<file path="src/rtl/operand_fetch_stage.sv">
// Decode-side operand stage: drives regfile read ports, resolves RAW hazards by
// bypass or stall, and holds the result in a single-entry valid/ready ID/EX register.
module operand_fetch_stage #(
   parameter int unsigned DATA_WIDTH = 64,
   parameter int unsigned ADDR_WIDTH = 5,
   parameter int unsigned CTRL_WIDTH = 8,
   parameter int unsigned ZERO_REG   = 31
) (
   input  logic                  clock,
   input  logic                  reset_n,

   input  logic                  in_valid,
   output logic                  in_ready,
   input  logic [ADDR_WIDTH-1:0] in_rn,
   input  logic [ADDR_WIDTH-1:0] in_rm,
   input  logic [ADDR_WIDTH-1:0] in_rd,
   input  logic                  in_reg_write,
   input  logic                  in_mem_read,
   input  logic [DATA_WIDTH-1:0] in_imm,
   input  logic [CTRL_WIDTH-1:0] in_ctrl,

   output logic [ADDR_WIDTH-1:0] rf_read_register1,
   output logic [ADDR_WIDTH-1:0] rf_read_register2,
   input  logic [DATA_WIDTH-1:0] rf_read_data1,
   input  logic [DATA_WIDTH-1:0] rf_read_data2,

   input  logic                  ex_reg_write,
   input  logic                  ex_mem_read,
   input  logic [ADDR_WIDTH-1:0] ex_rd,
   input  logic [DATA_WIDTH-1:0] ex_result,
   input  logic                  mem_reg_write,
   input  logic [ADDR_WIDTH-1:0] mem_rd,
   input  logic [DATA_WIDTH-1:0] mem_result,
   input  logic                  wb_reg_write,
   input  logic [ADDR_WIDTH-1:0] wb_rd,
   input  logic [DATA_WIDTH-1:0] wb_data,

   input  logic                  flush,

   output logic                  out_valid,
   input  logic                  out_ready,
   output logic [DATA_WIDTH-1:0] out_op1,
   output logic [DATA_WIDTH-1:0] out_op2,
   output logic [ADDR_WIDTH-1:0] out_rd,
   output logic [DATA_WIDTH-1:0] out_imm,
   output logic [CTRL_WIDTH-1:0] out_ctrl,
   output logic                  out_reg_write,
   output logic                  out_mem_read,
   output logic [31:0]           stall_count
);

   localparam int unsigned STALL_WIDTH = 32;
   localparam int unsigned NUM_SRC     = 2;

   logic                  out_valid_q,     out_valid_d;
   logic [DATA_WIDTH-1:0] out_op1_q,       out_op1_d;
   logic [DATA_WIDTH-1:0] out_op2_q,       out_op2_d;
   logic [ADDR_WIDTH-1:0] out_rd_q,        out_rd_d;
   logic [DATA_WIDTH-1:0] out_imm_q,       out_imm_d;
   logic [CTRL_WIDTH-1:0] out_ctrl_q,      out_ctrl_d;
   logic                  out_reg_write_q, out_reg_write_d;
   logic                  out_mem_read_q,  out_mem_read_d;
   logic [STALL_WIDTH-1:0] stall_count_q,  stall_count_d;

   logic [ADDR_WIDTH-1:0] src     [NUM_SRC];
   logic [DATA_WIDTH-1:0] rf_data [NUM_SRC];
   logic [DATA_WIDTH-1:0] op_sel  [NUM_SRC];
   logic [NUM_SRC-1:0]    src_hazard;
   logic                  hazard;
   logic                  free;
   logic                  accept;

   assign rf_read_register1 = in_rn;
   assign rf_read_register2 = in_rm;

   assign src[0]     = in_rn;
   assign src[1]     = in_rm;
   assign rf_data[0] = rf_read_data1;
   assign rf_data[1] = rf_read_data2;

   // Per-source bypass priority EX > MEM > WB > regfile; a loaded value in EX is not yet available.
   always_comb begin : operand_select
      for (int i = 0; i < int'(NUM_SRC); i++) begin
         op_sel[i]     = rf_data[i];
         src_hazard[i] = 1'b0;
         if (src[i] == ADDR_WIDTH'(ZERO_REG)) begin
            op_sel[i] = '0;
         end else begin
            if (ex_reg_write && !ex_mem_read && (ex_rd == src[i])) begin
               op_sel[i] = ex_result;
            end else if (mem_reg_write && (mem_rd == src[i])) begin
               op_sel[i] = mem_result;
            end else if (wb_reg_write && (wb_rd == src[i])) begin
               op_sel[i] = wb_data;
            end
            src_hazard[i] = (out_valid_q && out_reg_write_q && (out_rd_q == src[i])) ||
                            (ex_reg_write && ex_mem_read && (ex_rd == src[i]));
         end
      end
   end

   assign hazard   = in_valid && (|src_hazard);
   assign free     = !out_valid_q || out_ready;
   assign in_ready = flush || (free && !hazard && reset_n);
   assign accept   = in_valid && in_ready && !flush;

   // Next-state for the ID/EX entry and the perf counter; flush outranks accept.
   always_comb begin : next_state
      out_valid_d     = out_valid_q;
      out_op1_d       = out_op1_q;
      out_op2_d       = out_op2_q;
      out_rd_d        = out_rd_q;
      out_imm_d       = out_imm_q;
      out_ctrl_d      = out_ctrl_q;
      out_reg_write_d = out_reg_write_q;
      out_mem_read_d  = out_mem_read_q;
      stall_count_d   = stall_count_q;

      if (flush) begin
         out_valid_d = 1'b0;
      end else if (accept) begin
         out_valid_d     = 1'b1;
         out_op1_d       = op_sel[0];
         out_op2_d       = op_sel[1];
         out_rd_d        = in_rd;
         out_imm_d       = in_imm;
         out_ctrl_d      = in_ctrl;
         out_reg_write_d = in_reg_write;
         out_mem_read_d  = in_mem_read;
      end else if (out_ready) begin
         out_valid_d = 1'b0;
      end

      if (hazard && !flush && (stall_count_q != {STALL_WIDTH{1'b1}})) begin
         stall_count_d = stall_count_q + STALL_WIDTH'(1);
      end
   end

   always_ff @(posedge clock) begin : state_reg
      if (!reset_n) begin
         out_valid_q     <= 1'b0;
         out_op1_q       <= '0;
         out_op2_q       <= '0;
         out_rd_q        <= '0;
         out_imm_q       <= '0;
         out_ctrl_q      <= '0;
         out_reg_write_q <= 1'b0;
         out_mem_read_q  <= 1'b0;
         stall_count_q   <= '0;
      end else begin
         out_valid_q     <= out_valid_d;
         out_op1_q       <= out_op1_d;
         out_op2_q       <= out_op2_d;
         out_rd_q        <= out_rd_d;
         out_imm_q       <= out_imm_d;
         out_ctrl_q      <= out_ctrl_d;
         out_reg_write_q <= out_reg_write_d;
         out_mem_read_q  <= out_mem_read_d;
         stall_count_q   <= stall_count_d;
      end
   end

   assign out_valid     = out_valid_q;
   assign out_op1       = out_op1_q;
   assign out_op2       = out_op2_q;
   assign out_rd        = out_rd_q;
   assign out_imm       = out_imm_q;
   assign out_ctrl      = out_ctrl_q;
   assign out_reg_write = out_reg_write_q;
   assign out_mem_read  = out_mem_read_q;
   assign stall_count   = stall_count_q;

endmodule

</file>
<file path="config.mk">
export PLATFORM = sky130hd
export DESIGN_NAME = operand_fetch_stage
export DESIGN_NICKNAME = d
export VERILOG_FILES = /design/src/rtl/operand_fetch_stage.sv
export SDC_FILE = /design/constraint.sdc
export NUM_CORES = 1
export LEC_CHECK = 0
export CAP_MARGIN = 20
export CORE_AREA = 2 2 262 264
export CTS_CLUSTER_DIAMETER = 200
export DETAILED_ROUTE_END_ITERATION = 10
export DIE_AREA = 0 0 264 266
export RECOVER_POWER = 100
export SYNTH_ARGS = -nofsm -noshare
export SYNTH_HDL_FRONTEND = slang
export SYNTH_SLANG_ARGS = --single-unit
</file>
<file path="constraint.sdc">
create_clock -name clock -period 2.5 [get_ports clock]
set_clock_uncertainty 0.15 [all_clocks]
set_input_delay 0.5 -clock clock [delete_from_list [all_inputs] [get_ports clock]]
set_output_delay 0.5 -clock clock [all_outputs]
set_load 0.05 [all_outputs]
</file>
==> results of run 1 <==
[area by class of cell]
type                       count  area, sq um  area share (%)
tap                          882         1104           4.482
timing repair buffer         905         9691           39.35
multi-input combinational   1071         7755           31.49
clock inverter                16        284.0           1.153
sequential                   240         4822           19.58
antenna                        9        22.52         0.09146
clock buffer                  44        938.4           3.811
inverter                       2        7.507         0.03049
[cells in the mapped netlist (all sizes together), types with 2 or more instances]
master | instances | area share, %
clkbuf | 130 | 3.9
a2bb2oi | 126 | 8.8
o21ai | 137 | 5.4
xor2 | 28 | 1.9
and4 | 3 | 0.27
nor4 | 10 | 0.50
mux2i | 10 | 0.80
a2111oi | 2 | 0.14
a21oi | 101 | 4.0
a221oi | 124 | 8.6
or4 | 14 | 0.86
and3 | 12 | 0.68
xnor2 | 12 | 0.83
inv | 2 | 0.060
or2 | 3 | 0.15
o22ai | 2 | 0.099
dfxtp | 240 | 38
buf | 41 | 1.8
nor2 | 9 | 0.31
a31oi | 3 | 0.15
nand3 | 26 | 1.0
and2 | 66 | 3.3
o2bb2ai | 126 | 8.8
nand4 | 17 | 0.89
or3 | 8 | 0.40
nor3 | 8 | 0.32
nand2b | 13 | 0.65
o31ai | 16 | 0.95
a21boi | 3 | 0.21
nand2 | 185 | 5.5
[how the worst max path moves through the flow]
stage / from / endpoint / slack (ns) / depth (start not counted)
3_5_place_dp: in_rn[3] / out_op1[17]$_SDFFE_PN0P_ / -0.85 / 11
4_1_cts: out_rd[4]$_SDFFE_PN0P_ / in_ready / -0.58 / 8
2_1_floorplan: in_rm[4] / in_ready / -0.22 / 9
5_1_grt: out_rd[3]$_SDFFE_PN0P_ / in_ready / -0.61 / 8
3_3_place_gp: in_rm[1] / out_op2[3]$_SDFFE_PN0P_ / -0.87 / 10
6_report: in_rn[1] / in_ready / -0.51 / 10
[state kept, by name, summed over array words and instances (netlist names)]
register	flops
out_reg_write	1
out_rd	5
out_imm	64
out_valid	1
out_op1	64
out_ctrl	8
stall_count	32
out_mem_read	1
out_op2	64
[worst reg2reg max path: stages, from the launching register on]
cell and delay, ns:
dfxtp_2 0.34, xor2_1 0.16, nor4_2 0.27, nand4_1 0.17, a21boi_2 0.25, a21oi_4 0.06, buf_4 0.28, or4_1 0.56
a21oi_1 0.17
[cell usage in the layout, fill, tap and decap left out, types with 37 or more instances in the layout]
master / n
buf_12: 72
dfxtp_1: 228
a2bb2oi_1: 109
o21ai_0: 92
and2_1: 64
clkdlybuf4s50_1: 524
buf_4: 116
a221oi_1: 101
clkbuf_16: 43
o2bb2ai_1: 124
dlygate4sd3_1: 89
nand2_1: 183
a21oi_1: 100
clkbuf_1: 37
[layer usage]
layer / up-vias / wire, um / part of all wire (%)
met2: 904 / 39090 / 47
met4: 18 / 2917 / 3.5
met5: - / 107 / 0.13
met1: 7972 / 34220 / 41
met3: 199 / 7558 / 9.0
li1: 7278 / - / -
[repair_timing]
action | in CTS | in global routing
cloned | 15 | 10
pin swaps | 36 | 30
setup buffers | 27 | 6
setup endpoints to repair | 259 | 181
gates resized for setup | 138 | 88
[metrics by stage]
step	hold WS [ns]	setup TNS, ns	utilization, %	worst slack [ns]	instance area [sq um]
floorplan	0.4228	-0.2471	-	-0.2163	12670
global placement	0.2926	-168.06	32.42	-0.8721	21960
finish	0.3002	-12.97	36.35	-0.5098	24620
CTS	0.3033	-0.6173	35.73	-0.5766	24210
detailed placement	0.2952	-170.12	32.42	-0.8530	21960
global route	0.3136	-31.26	36.33	-0.6069	24610
[cell families after synthesis]
kind of cell | Yosys count
AO/OA/AOI/OAI | 643
XOR/XNOR | 40
adder cells (fa/ha/maj) | 1
buffers and inverters | 173
flip-flops | 240
multiplexers | 10
AND/OR/NAND/NOR | 376
[power by group]
group          total [mW]  switching, mW  leakage [nW]  internal [mW]
logic                2.85           1.43          6.68           1.41
clock network        5.45           2.06         0.597           3.39
registers            4.02         0.0761          1.95           3.95
total                12.3           3.57          9.23           8.75
==> results.yml, run 1 <==
global_route:
  overflow: 0
  antenna_found_initial: 22
  grt_pass1_wl_um: 115300
  met2_usage_pct: 35.99
  grt_max_degree: 102
  met3_usage_pct: 6.719
  grtUsageTotal_pct: 22.06
  use_met1_pct: 27.41
  grt_pass1_vias: 16410
  busiest_layer: "met2"
clocking:
  cts_buffer_depth: 3
  numCtsBuffers: 34
  root_buffer: "clkbuf_16"
  ctsHoldBuffers: 0
  clkTransAtPathRegs_ns: 0.06
  clock_sink_count: 240
  cts_tree: "built"
  clock_latency_ns: 0.55
  cts_max_level: 2
synthesis:
  synthAdderAreaFrac_pct: 0.09940
  synth_fp_nets: 1917
  synth_cell_types: 47
  synth_cells: 1483
  synth-main-ff-cell: "dfxtp_1"
  ys_seq_area_share_pct: 38.17
  synthXorXnorAreaFrac_pct: 2.783
  post_synth.cell_area_avg_sq_um: 8.488
  synth_area_sq_um: 12590
  synth_edf_count: 0
  ys_seq_elements: 240
  synth-simple-area-share_pct: 14.99
  synth_top_family_by_area: "compound AO/OA/AOI/OAI gates"
  synth_compound_area_share_pct: 37.40
  async_flop_share_pct: 0
  synth.area.mux_share_pct: 0.7952
  yosysWarnings: 0
critical_path:
  r2r_setup_slack_ns: 0
  required_ns: 1.85
  critPathMaxStageDelay_ns: 0.25
  path_class: "input port to output port"
  r2r_end: "stall_count[7]$_SDFFE_PN0P_"
  crit_fanout: 4
  crit_arrival_ns: 2.36
  ff2ff_path_depth: 8
  crit_top_cell: "clkbuf_1"
  r2r_start: "out_rd[3]$_SDFFE_PN0P_"
  endpoint_kind: "output port"
  start_kind: "input port"
  worstPathCellList: "dlygate4sd2_1 > clkbuf_1 > clkbuf_1 > and3_1 > nand3_2 > buf_4 > a21oi_4 > nand2b_4 > a31o_4 > buf_12"
  cp_num_buf_inv: 5
  critPathSlowestCell: "clkbuf_1"
  cpLargestDelayFamily: "buffers and inverters"
detailed_routing:
  ant_nets: 0
  drtIter0Drc: 1321
  drc_errors: 0
  wl_per_cell_um: 26.47
  dr_total_vias: 16370
  via_per_inst: 5.166
  routed_wl_um: 83890
  drt_first_pass_iters: 5
power:
  p_leak_nw: 9.233
  p_per_area_nw_per_um2: 500.2
  ir_drop_mv: 0.3550
  p_total_mw: 12.32
sta:
  timing.final.crit_share_pct: 120.4
  period_minus_slack_ns: 3.010
  fmax_mhz: 332.2
  max-slew-margin-rel_pct: 42.60
  worstMarginPinSlew_ns: 0.8647
  final_max_slew_viol_count: 0
  hold_violations: 0
  rsz0062_at_grt: "true"
  finalSetupViolCount: 170
  setup_ws_ns: -0.5098
place:
  dp.cells: 3047
  dpl.hpwl_um: 58100
  port_buffers: 683
  gp_congestion: 1.011
floorplan:
  core_sq_um: 67750
  rows: 96
  die_h_um: 266
  die-width_um: 264
  die_area_sq_um: 70220
  floorplan.initialDensity_pct: 18.58
  io-pin-count: 684
finish:
  fin_cells: 3169
  nFillCells: 6851
  layout-drive-gt1-share_pct: 17.78
  area_growth_pct: 95.63
  final_nets: 2688
worst_hold_path:
  holdPathStages: 2
  min-delay-start: "out_imm[27]$_SDFFE_PN0P_"
  whs_endpoint: "out_imm[27]$_SDFFE_PN0P_"
  min_path_type: "register to register"
run_status:
  status: "finished, violations left"
  violations: "negative setup slack"
flow_run:
  cap_violations: 0
Power figures use the tool's default switching activity.
==> run 2: changes to the inputs <==
Settings changed: CTS_BUF_LIST from default to sky130_fd_sc_hd__clkbuf_8 sky130_fd_sc_hd__clkbuf_16.
==> results.yml, run 2 (synthesized netlist as in run 1, its figures left out) <==
sta:
  finalSetupViolCount: 98
  period_minus_slack_ns: 2.998
  hold_violations: 0
  whs_ns: 0.3002
  setup_ws_ns: -0.4982
  rsz0062_at_grt: "true"
  max-slew-margin-rel_pct: 42.65
  final_max_slew_viol_count: 0
  worstMarginPinSlew_ns: 0.8640
  fmax_mhz: 333.5
  timing.final.crit_share_pct: 119.9
detailed_routing:
  via_per_inst: 5.188
  routed_wl_um: 86230
  drt_first_pass_iters: 5
  ant_nets: 0
  m1WireLength_um: 35620
  drc_errors: 0
  drtIter0Drc: 1246
  met2_length_um: 39940
  routed.top_layer: "met5"
  dr_total_vias: 16500
  wl_per_cell_um: 27.11
  wl_met3_um: 7560
run_status:
  violations: "negative setup slack"
  status: "finished, violations left"
worst_hold_path:
  holdPathStages: 2
  min_path_type: "register to register"
critical_path:
  endpoint_kind: "output port"
  r2r_setup_slack_ns: 0.01
  crit_arrival_ns: 2.35
  path_class: "input port to output port"
  required_ns: 1.85
  worstPathCellList: "dlygate4sd2_1 > buf_12 > xor2_1 > nor4_2 > nand4_1 > a21boi_2 > a21oi_4 > nand2b_4 > a31o_4 > buf_12"
  critPathMaxStageDelay_ns: 0.28
  start_kind: "input port"
  r2r_end: "stall_count[7]$_SDFFE_PN0P_"
  cpLargestDelayFamily: "simple AND/OR/NAND/NOR gates"
  critPathSlowestCell: "nor4_2"
  cp-startpoint: "in_rm[3]"
  ff2ff_path_depth: 8
  crit_top_cell: "buf_12"
  r2r_start: "out_rd[3]$_SDFFE_PN0P_"
  cp_num_buf_inv: 3
  path_depth: 10
  crit_fanout: 6
  endpoint: "in_ready"
power:
  p_seq_share_pct: 32.4
  p_leak_nw: 9.338
  p_sw_mw: 3.644
  pwr-share-clk_pct: 44.0
  combPwrFrac_pct: 23.6
  p_per_area_nw_per_um2: 496.3
  ir_drop_mv: 0.3744
  p_sw_share_pct: 29.35
  p_int_mw: 8.773
  p_total_mw: 12.42
finish:
  layout_common_cells: "clkdlybuf4s50_1 (528), dfxtp_1 (228), nand2_1 (183)"
  fin_util_pct: 36.93
  fin_cells: 3181
  area.sequential_sq_um: 4822
  final_nets: 2699
  final_common_cell: "clkdlybuf4s50_1"
  nFillCells: 6820
  area_growth_pct: 98.77
  layout-drive-gt1-share_pct: 19.31
  multi_input_area_sq_um: 7971
clocking:
  cts_tree: "built"
  clkTransAtPathRegs_ns: 0.06
  ctsHoldBuffers: 0
  root_buffer: "clkbuf_16"
  cts_max_level: 2
  numCtsBuffers: 34
  clock_sink_count: 240
  cts_buffer_depth: 3
  clock_latency_ns: 0.55
floorplan:
  core_sq_um: 67750
  die-width_um: 264
  die_area_sq_um: 70220
  floorplan.initialDensity_pct: 18.58
  io-pin-count: 684
  die_h_um: 266
  rows: 96
place:
  gp_congestion: 1.011
  port_buffers: 683
  dp.cells: 3047
  dpl_worst_slack_ns: -0.8530
  dpl.hpwl_um: 58100
global_route:
  grt_max_degree: 102
  overflow: 0
  grt_pass1_vias: 16460
  antenna_found_initial: 24
  grt_pass1_wl_um: 115700
  grtUsageTotal_pct: 22.16
flow_run:
  cap_violations: 0
-- run 2: changes by cell type in the layout (fill, tap and decap cells not counted), sizes merged --
cell and delta:
buf +2, clkbuf +2, clkdlybuf4s25 +1, clkdlybuf4s50 +4, diode +1, dlygate4sd3 -3
dlymetal6s2s -1, inv +5, nand2 +1
-- run 2: per-layer routing --
metal	track usage, %	up-vias
li1	-	7303
met1	27.66	8043
met2	35.89	937
met3	6.710	202
met4	8.216	18
met5	0	-
-- run 2: through the flow --
stage | area (sq um) | setup TNS (ns)
floorplan | 12670 | -0.2471
global placement | 21960 | -168.06
global route | 25010 | -19.46
detailed placement | 21960 | -170.12
CTS | 24190 | -0.6170
finish | 25020 | -2.973
-- run 2: worst register-to-register path: cells and delay by family (launching register included) --
| kind | cells | cell delay [ns] |
|---|---|---|
| AOI/OAI and AO/OA | 3 | 0.48 |
| and+or+nand+nor | 3 | 1.00 |
| buffers and inverters | 1 | 0.28 |
| DFF | 1 | 0.34 |
| xor gates and xnor gates | 1 | 0.16 |
-- run 2: layout make-up --
type,instances,area share (%)
diodes,10,0.1000
flip-flops and latches,240,19.27
clock buffers,39,3.676
inverters,2,0.03001
multi-input cells,1072,31.86
clock inverters,21,1.210
repair buffers,915,39.44
well taps,882,4.411
-- run 2: worst min-delay path by stage --
stage	endpoint	start
after floorplan	out_valid$_SDFFE_PP0P_	flush
after global placement	out_imm[50]$_SDFFE_PN0P_	out_imm[50]$_SDFFE_PN0P_
after detailed placement	out_op2[41]$_SDFFE_PN0P_	out_op2[41]$_SDFFE_PN0P_
after CTS	out_imm[43]$_SDFFE_PN0P_	in_imm[43]
after global routing	out_imm[11]$_SDFFE_PN0P_	out_imm[11]$_SDFFE_PN0P_
final	out_imm[27]$_SDFFE_PN0P_	out_imm[27]$_SDFFE_PN0P_
-- run 2: power by group through the flow --
stage	sequential, mW	clock, mW	combinational, mW
4_1_cts	4.02	5.58	2.80
3_3_place_gp	4.10	0	2.62
3_5_place_dp	4.10	0	2.63
6_report	4.02	5.46	2.93
2_1_floorplan	4.51	0	0.736
5_1_grt	4.03	5.73	3.06
-- run 2: repair_timing --
item	in CTS	in global routing
setup endpoints to repair	259	181
pin swaps	34	49
setup buffers	27	9
gates cloned	15	19
resized for setup	141	119
==> run 3: changes to the inputs <==
Settings changed: HOLD_SLACK_MARGIN from default to 0.02, SLEW_MARGIN from default to 20.
==> results of run 3 <==
Same layout as run 2: the final DEF is identical, and so are final timing and power.
==> edit 1, RTL diff (settings of run 2) <==
Change the parameter `CTRL_WIDTH` from 8 to 6.
--- a/src/rtl/operand_fetch_stage.sv
+++ b/src/rtl/operand_fetch_stage.sv
@@ -3,7 +3,7 @@
 module operand_fetch_stage #(
    parameter int unsigned DATA_WIDTH = 64,
    parameter int unsigned ADDR_WIDTH = 5,
-   parameter int unsigned CTRL_WIDTH = 8,
+   parameter int unsigned CTRL_WIDTH = 6,
    parameter int unsigned ZERO_REG   = 31
 ) (
    input  logic                  clock,
Ports: changed (resized in_ctrl and out_ctrl); port bits go from 684 to 680. The function was not compared with the original's and may differ.
==> edit 1 against run 2 <==
The flow still finishes with violations (setup timing); cell area decreased by 7.9%; critical path type unchanged; power decreased by 4.0%; wire length decreased by 13%; sequential cell count decreased by 2; largest cell class unchanged; critical endpoint unchanged; area after synthesis decreased by 5.6%; setup slack improved by 0.12 ns; core utilization decreased by 2.9 points; non-clock buffer count decreased by 17; count of clock-buffer cells in the layout decreased by 2.
==> edit 1: results (changes against run 2) <==
[power_and_ir_drop]
switchingPower_mw = 3.60  ; -1.2%
vdd.ir_drop.worst_v = 0.000526  ; +41%

[synth]
post_synth_xor_area_fraction = 0.0295  ; +0.00165
syn-num-nets = 1803  ; -5.9%
yosys-top-cells-count = dfxtp_1, nand2_1, a21oi_1, mux2i_1
synthMuxAreaShare = 0.111  ; +0.103
syn_inst = 1371  ; -7.6%
leading_post_synthesis_cells_by_cell_area = dfxtp_1, mux2i_1, a22o_1, o22ai_1, a21oi_1
seq_area_frac_synth = 0.401  ; +0.0193
synthAdderAreaFrac = 0.00105  ; +0.0000590

[outcome]
violations_in_the_final_reports = setup timing
status = finished with violations

[layout]
layout-drive-gt1-share = 0.166  ; -0.0273
final_nets = 2594  ; -3.9%
total_of_fill_cells_in_the_finished_design = 6926  ; +1.6%

[timing]
final.setup.worst_slack_ns = -0.382  ; +0.117 ns
setup-violations-final = 24  ; -76%

[worst_setup_path]
worstPathArrival_ns = 2.23  ; -0.12 ns
critPathMaxFanout = 3  ; -3

[global_route]
antenna_found_initial = 23  ; -4.2%
groute.layer.met3.usage = 0.0637  ; -0.00342
grt_util_met1 = 0.238  ; -0.0390
use_met2 = 0.330  ; -0.0287
grt_pass1_wl_mm = 104  ; -10%
grt_usage = 0.198  ; -0.0238
maximum_number_of_pins_on_one_net_before_global_route_repair = 105  ; +2.9%
first_global_vias = 15000  ; -9.2%

[clock_network]
clkLatencyLatePin_ns = 0.58  ; +0.03 ns
ctsHtreeMaxLevel = 1  ; -1
cts_resized = 115  ; -18%
postCtsSetupBuffers = 14  ; -48%

[route]
wire_per_inst_microns = 24.4  ; -10%
drt_iter0_markers = 1119  ; -10%
met1Wirelength_mm = 30.0  ; -16%

[placement]
placedInstanceArea_sq_um = 21300  ; -3.1%
post-dp-hpwl_mm = 56.6  ; -2.6%
portBuffers = 679  ; -0.59%

-- edit 1: changes by cell type after synthesis, sizes merged, moves of 13 or more --
cell            run 2  this run
a22o                0       128
mux2i              10       132
a21oi             101       147
o2bb2ai           126         0
and2               66         1
a2bb2oi           126         0
buf                41        54
o22ai               2       128
clkbuf            130        85
a221oi            124         0
o21ai             137        83
-- edit 1: power groups by stage --
stage	Clock, mW	Sequential (mW)	Combinational (mW)
2_1_floorplan	0	4.85	0.656
3_3_place_gp	0	4.18	2.95
3_5_place_dp	0	4.19	2.96
4_1_cts	4.90	4.11	3.02
5_1_grt	5.00	4.13	3.18
6_report	4.76	4.11	3.05
-- edit 1: layout make-up --
| class | count | area (sq um) | share of cell area |
|---|---|---|---|
| flip-flops and latches | 238 | 4800 | 0.208 |
| multi-input cells | 991 | 7010 | 0.304 |
| inverters | 3 | 11.3 | 0.000488 |
| clock buffers | 37 | 858 | 0.0372 |
| diodes | 10 | 25.0 | 0.00109 |
| well taps | 882 | 1100 | 0.0479 |
| repair buffers | 898 | 9040 | 0.392 |
| clock inverters | 17 | 204 | 0.00885 |
-- edit 1: tightest hold or removal path: cells and delay by family --
kind	cells	cell delay [ns]
AND/OR/NAND/NOR	1	0.07
buffers and inverters	2	0.19
AO/OA/AOI/OAI	1	0.12
-- edit 1: final timing paths --
| kind | end | slack (ns) | from | depth (start not counted) |
|---|---|---|---|---|
| hold reg to reg | out_imm[13]$_SDFFE_PN0P_ | 0.31 | out_imm[13]$_SDFFE_PN0P_ | 2 |
| setup reg to reg | stall_count[30]$_SDFFE_PN0P_ | -0.15 | out_rd[3]$_SDFFE_PN0P_ | 9 |
| setup / recovery | in_ready | -0.38 | in_rn[4] | 10 |
| hold / removal | out_valid$_SDFFE_PP0P_ | 0.20 | reset_n | 4 |
==> edit 2, RTL diff (settings of run 2) <==
Without the edit above. `out_imm_q` no longer has a reset.
--- a/src/rtl/operand_fetch_stage.sv
+++ b/src/rtl/operand_fetch_stage.sv
@@ -142,7 +142,6 @@
          out_op1_q       <= '0;
          out_op2_q       <= '0;
          out_rd_q        <= '0;
-         out_imm_q       <= '0;
          out_ctrl_q      <= '0;
          out_reg_write_q <= 1'b0;
          out_mem_read_q  <= 1'b0;
@@ -152,12 +151,15 @@
          out_op1_q       <= out_op1_d;
          out_op2_q       <= out_op2_d;
          out_rd_q        <= out_rd_d;
-         out_imm_q       <= out_imm_d;
          out_ctrl_q      <= out_ctrl_d;
          out_reg_write_q <= out_reg_write_d;
          out_mem_read_q  <= out_mem_read_d;
          stall_count_q   <= stall_count_d;
       end
+   end
+
+   always_ff @(posedge clock) begin
+      out_imm_q <= out_imm_d;
    end
 
    assign out_valid     = out_valid_q;
Behaviour: differs if reset_n is asserted again (counterexample within 4 cycles, from zero or initial values and one cycle with reset_n low); with reset_n held inactive, the same outputs for 4 cycles.
==> edit 2 against run 2 <==
The run still ends with setup timing left; setup slack better by 0.19 ns; area after synthesis is 2.6% higher; cell area is 7.1% lower; die area stayed put; sequential cell count stayed put; combinational power is 2% lower; core utilization is 2.6 points lower; sequential power is 6.0% higher; power is 4.8% lower; wire length is 19% lower; largest cell class unchanged; largest power group unchanged.
==> edit 2: results (changes against run 2) <==
[power_and_ir_drop]
switchingPower_mw = 3.48  ; -4.4%
pwr.group.combinational_mw = 2.86  ; -2%
power.clock.fraction = 0.398  ; -0.042
total_leakage_power_nw = 8.92  ; -4.5%
switching_share = 0.295  ; +0.00107
vdd.ir_drop.worst_v = 0.000478  ; +28%

[global_route]
grt_usage = 0.190  ; -0.0313
grt_util_met1 = 0.209  ; -0.0676
grt_pass1_wl_mm = 102  ; -12%
antenna_found_initial = 17  ; -29%
use_met2 = 0.336  ; -0.0230
groute.layer.met3.usage = 0.0624  ; -0.00471
gr_overflow_total = 0  ; unchanged
maximum_number_of_pins_on_one_net_before_global_route_repair = 79  ; -23%
first_global_vias = 16000  ; -2.8%

[clock_network]
ctsHtreeMaxLevel = 1  ; -1
clkLatencyLatePin_ns = 0.58  ; +0.03 ns
cts_inserted_buffers = 30  ; -12%

[placement]
placedInstanceArea_sq_um = 22400  ; +2.1%
placement.setup.worst_slack_ns = -0.774  ; +0.0791 ns
routabilityCongestion = 0.935  ; -7.6%
post-dp-hpwl_mm = 56.1  ; -3.5%
numPlacedInstances = 3248  ; +6.6%

[hold_path]
hp-class = primary input to register
launch_point_of_the_worst_hold_path = reset_n

[synth]
leading_post_synthesis_cells_by_cell_area = dfxtp_1, edfxtp_1, nand3_1, a311oi_1, nand2_1
yosys-top-cells-count = nand3_1, nand2_1, dfxtp_1, clkbuf_1, nor2_1
synthDistinctLibCells = 42  ; -11%
seq_area_frac_synth = 0.421  ; +0.0398
synth-edff-count = 64  ; +64
syn-num-nets = 2084  ; +8.7%
synth.avg_cell_area_sq_um = 7.83  ; -7.7%
async_flop_share = 0  ; unchanged

[route]
drt_pass1_iterations = 6  ; +1
post_drt_via_cell_ratio = 4.84  ; -6.7%
drt_iter0_markers = 1098  ; -12%
met1Wirelength_mm = 25.8  ; -28%
wirelength_mm = 69.9  ; -19%
met3WireLength_mm = 7.29  ; -3.6%
routed-wl-met2_mm = 33.8  ; -15%

[worst_setup_path]
worstPathArrival_ns = 2.16  ; -0.19 ns
startpoint = out_rd[3]$_SDFFE_PN0P_
critPathMaxFanout = 3  ; -3
timing.rr.start = out_rd[1]$_SDFFE_PN0P_

[layout]
final_nets = 2833  ; +5.0%
fin_cells = 3312  ; +4.1%
layout-drive-gt1-share = 0.126  ; -0.0668
total_of_fill_cells_in_the_finished_design = 7197  ; +5.5%

[timing]
setup_total_negative_slack_ns = -0.371  ; +2.60 ns
setup-violations-final = 3  ; -97%
final.setup.worst_slack_ns = -0.312  ; +0.186 ns
max_slew.worst_pin.slew_ns = 0.807  ; -0.0572 ns

[outcome]
violations_in_the_final_reports = setup timing
status = finished with violations

[die]
die_w_microns = 264  ; unchanged

==> edit 2: kinds of logic (layout without fill, tap and decap cells) <==
| kind of cell | Yosys count | count (layout) | share of synthesized area |
|---|---|---|---|
| simple gates | 751 | 751 | 0.268 |
| compound gates | 414 | 414 | 0.212 |
| flops | 240 | 240 | 0.421 |
| buf+inv | 193 | 966 | 0.0616 |
| xor+xnor | 42 | 42 | 0.0285 |
| mux | 9 | 9 | 0.00697 |
| fa+ha+maj | 1 | 1 | 0.000968 |
| other cells | 0 | 7 | 0 |
==> edit 2: worst paths after layout <==
| kind | end | slack, ns | cells after the start |
|---|---|---|---|
| max reg2reg | out_rd[0]$_SDFFE_PN0P_ | 0.06 | 11 |
| min | out_ctrl[1]$_SDFFE_PN0P_ | 0.1 | 3 |
| max | in_ready | -0.31 | 7 |
| min reg2reg | out_op2[7]$_SDFFE_PN0P_ | 0.30 | 2 |
==> edit 2: what timing repair did <==
action | CTS | global route
endpoints found under the setup margin | 164 | 40
pin swaps | 16 | 5
setup buffers | 2 | 1
gates resized for setup | 67 | 17
==> edit 2: critical path, cell delays in order, from the launching register on <==
cell	delay, ns
dfxtp_2	0.38
xnor2_2	0.12
nand4_1	0.17
nor3_2	0.17
o21a_1	0.20
o21ai_1	0.09
a31o_2	0.28
buf_12	0.16
==> edit 2: layout make-up <==
cell class / instances / area [sq um] / area share
well taps: 882 / 1100 / 0.0475
flip-flops and latches: 240 / 5470 / 0.235
diodes: 7 / 17.5 / 0.000753
clock buffers: 33 / 803 / 0.0346
multi-input cells: 1217 / 6840 / 0.294
inverters: 6 / 23.8 / 0.00102
clock inverters: 23 / 260 / 0.0112
repair buffers: 904 / 8730 / 0.376
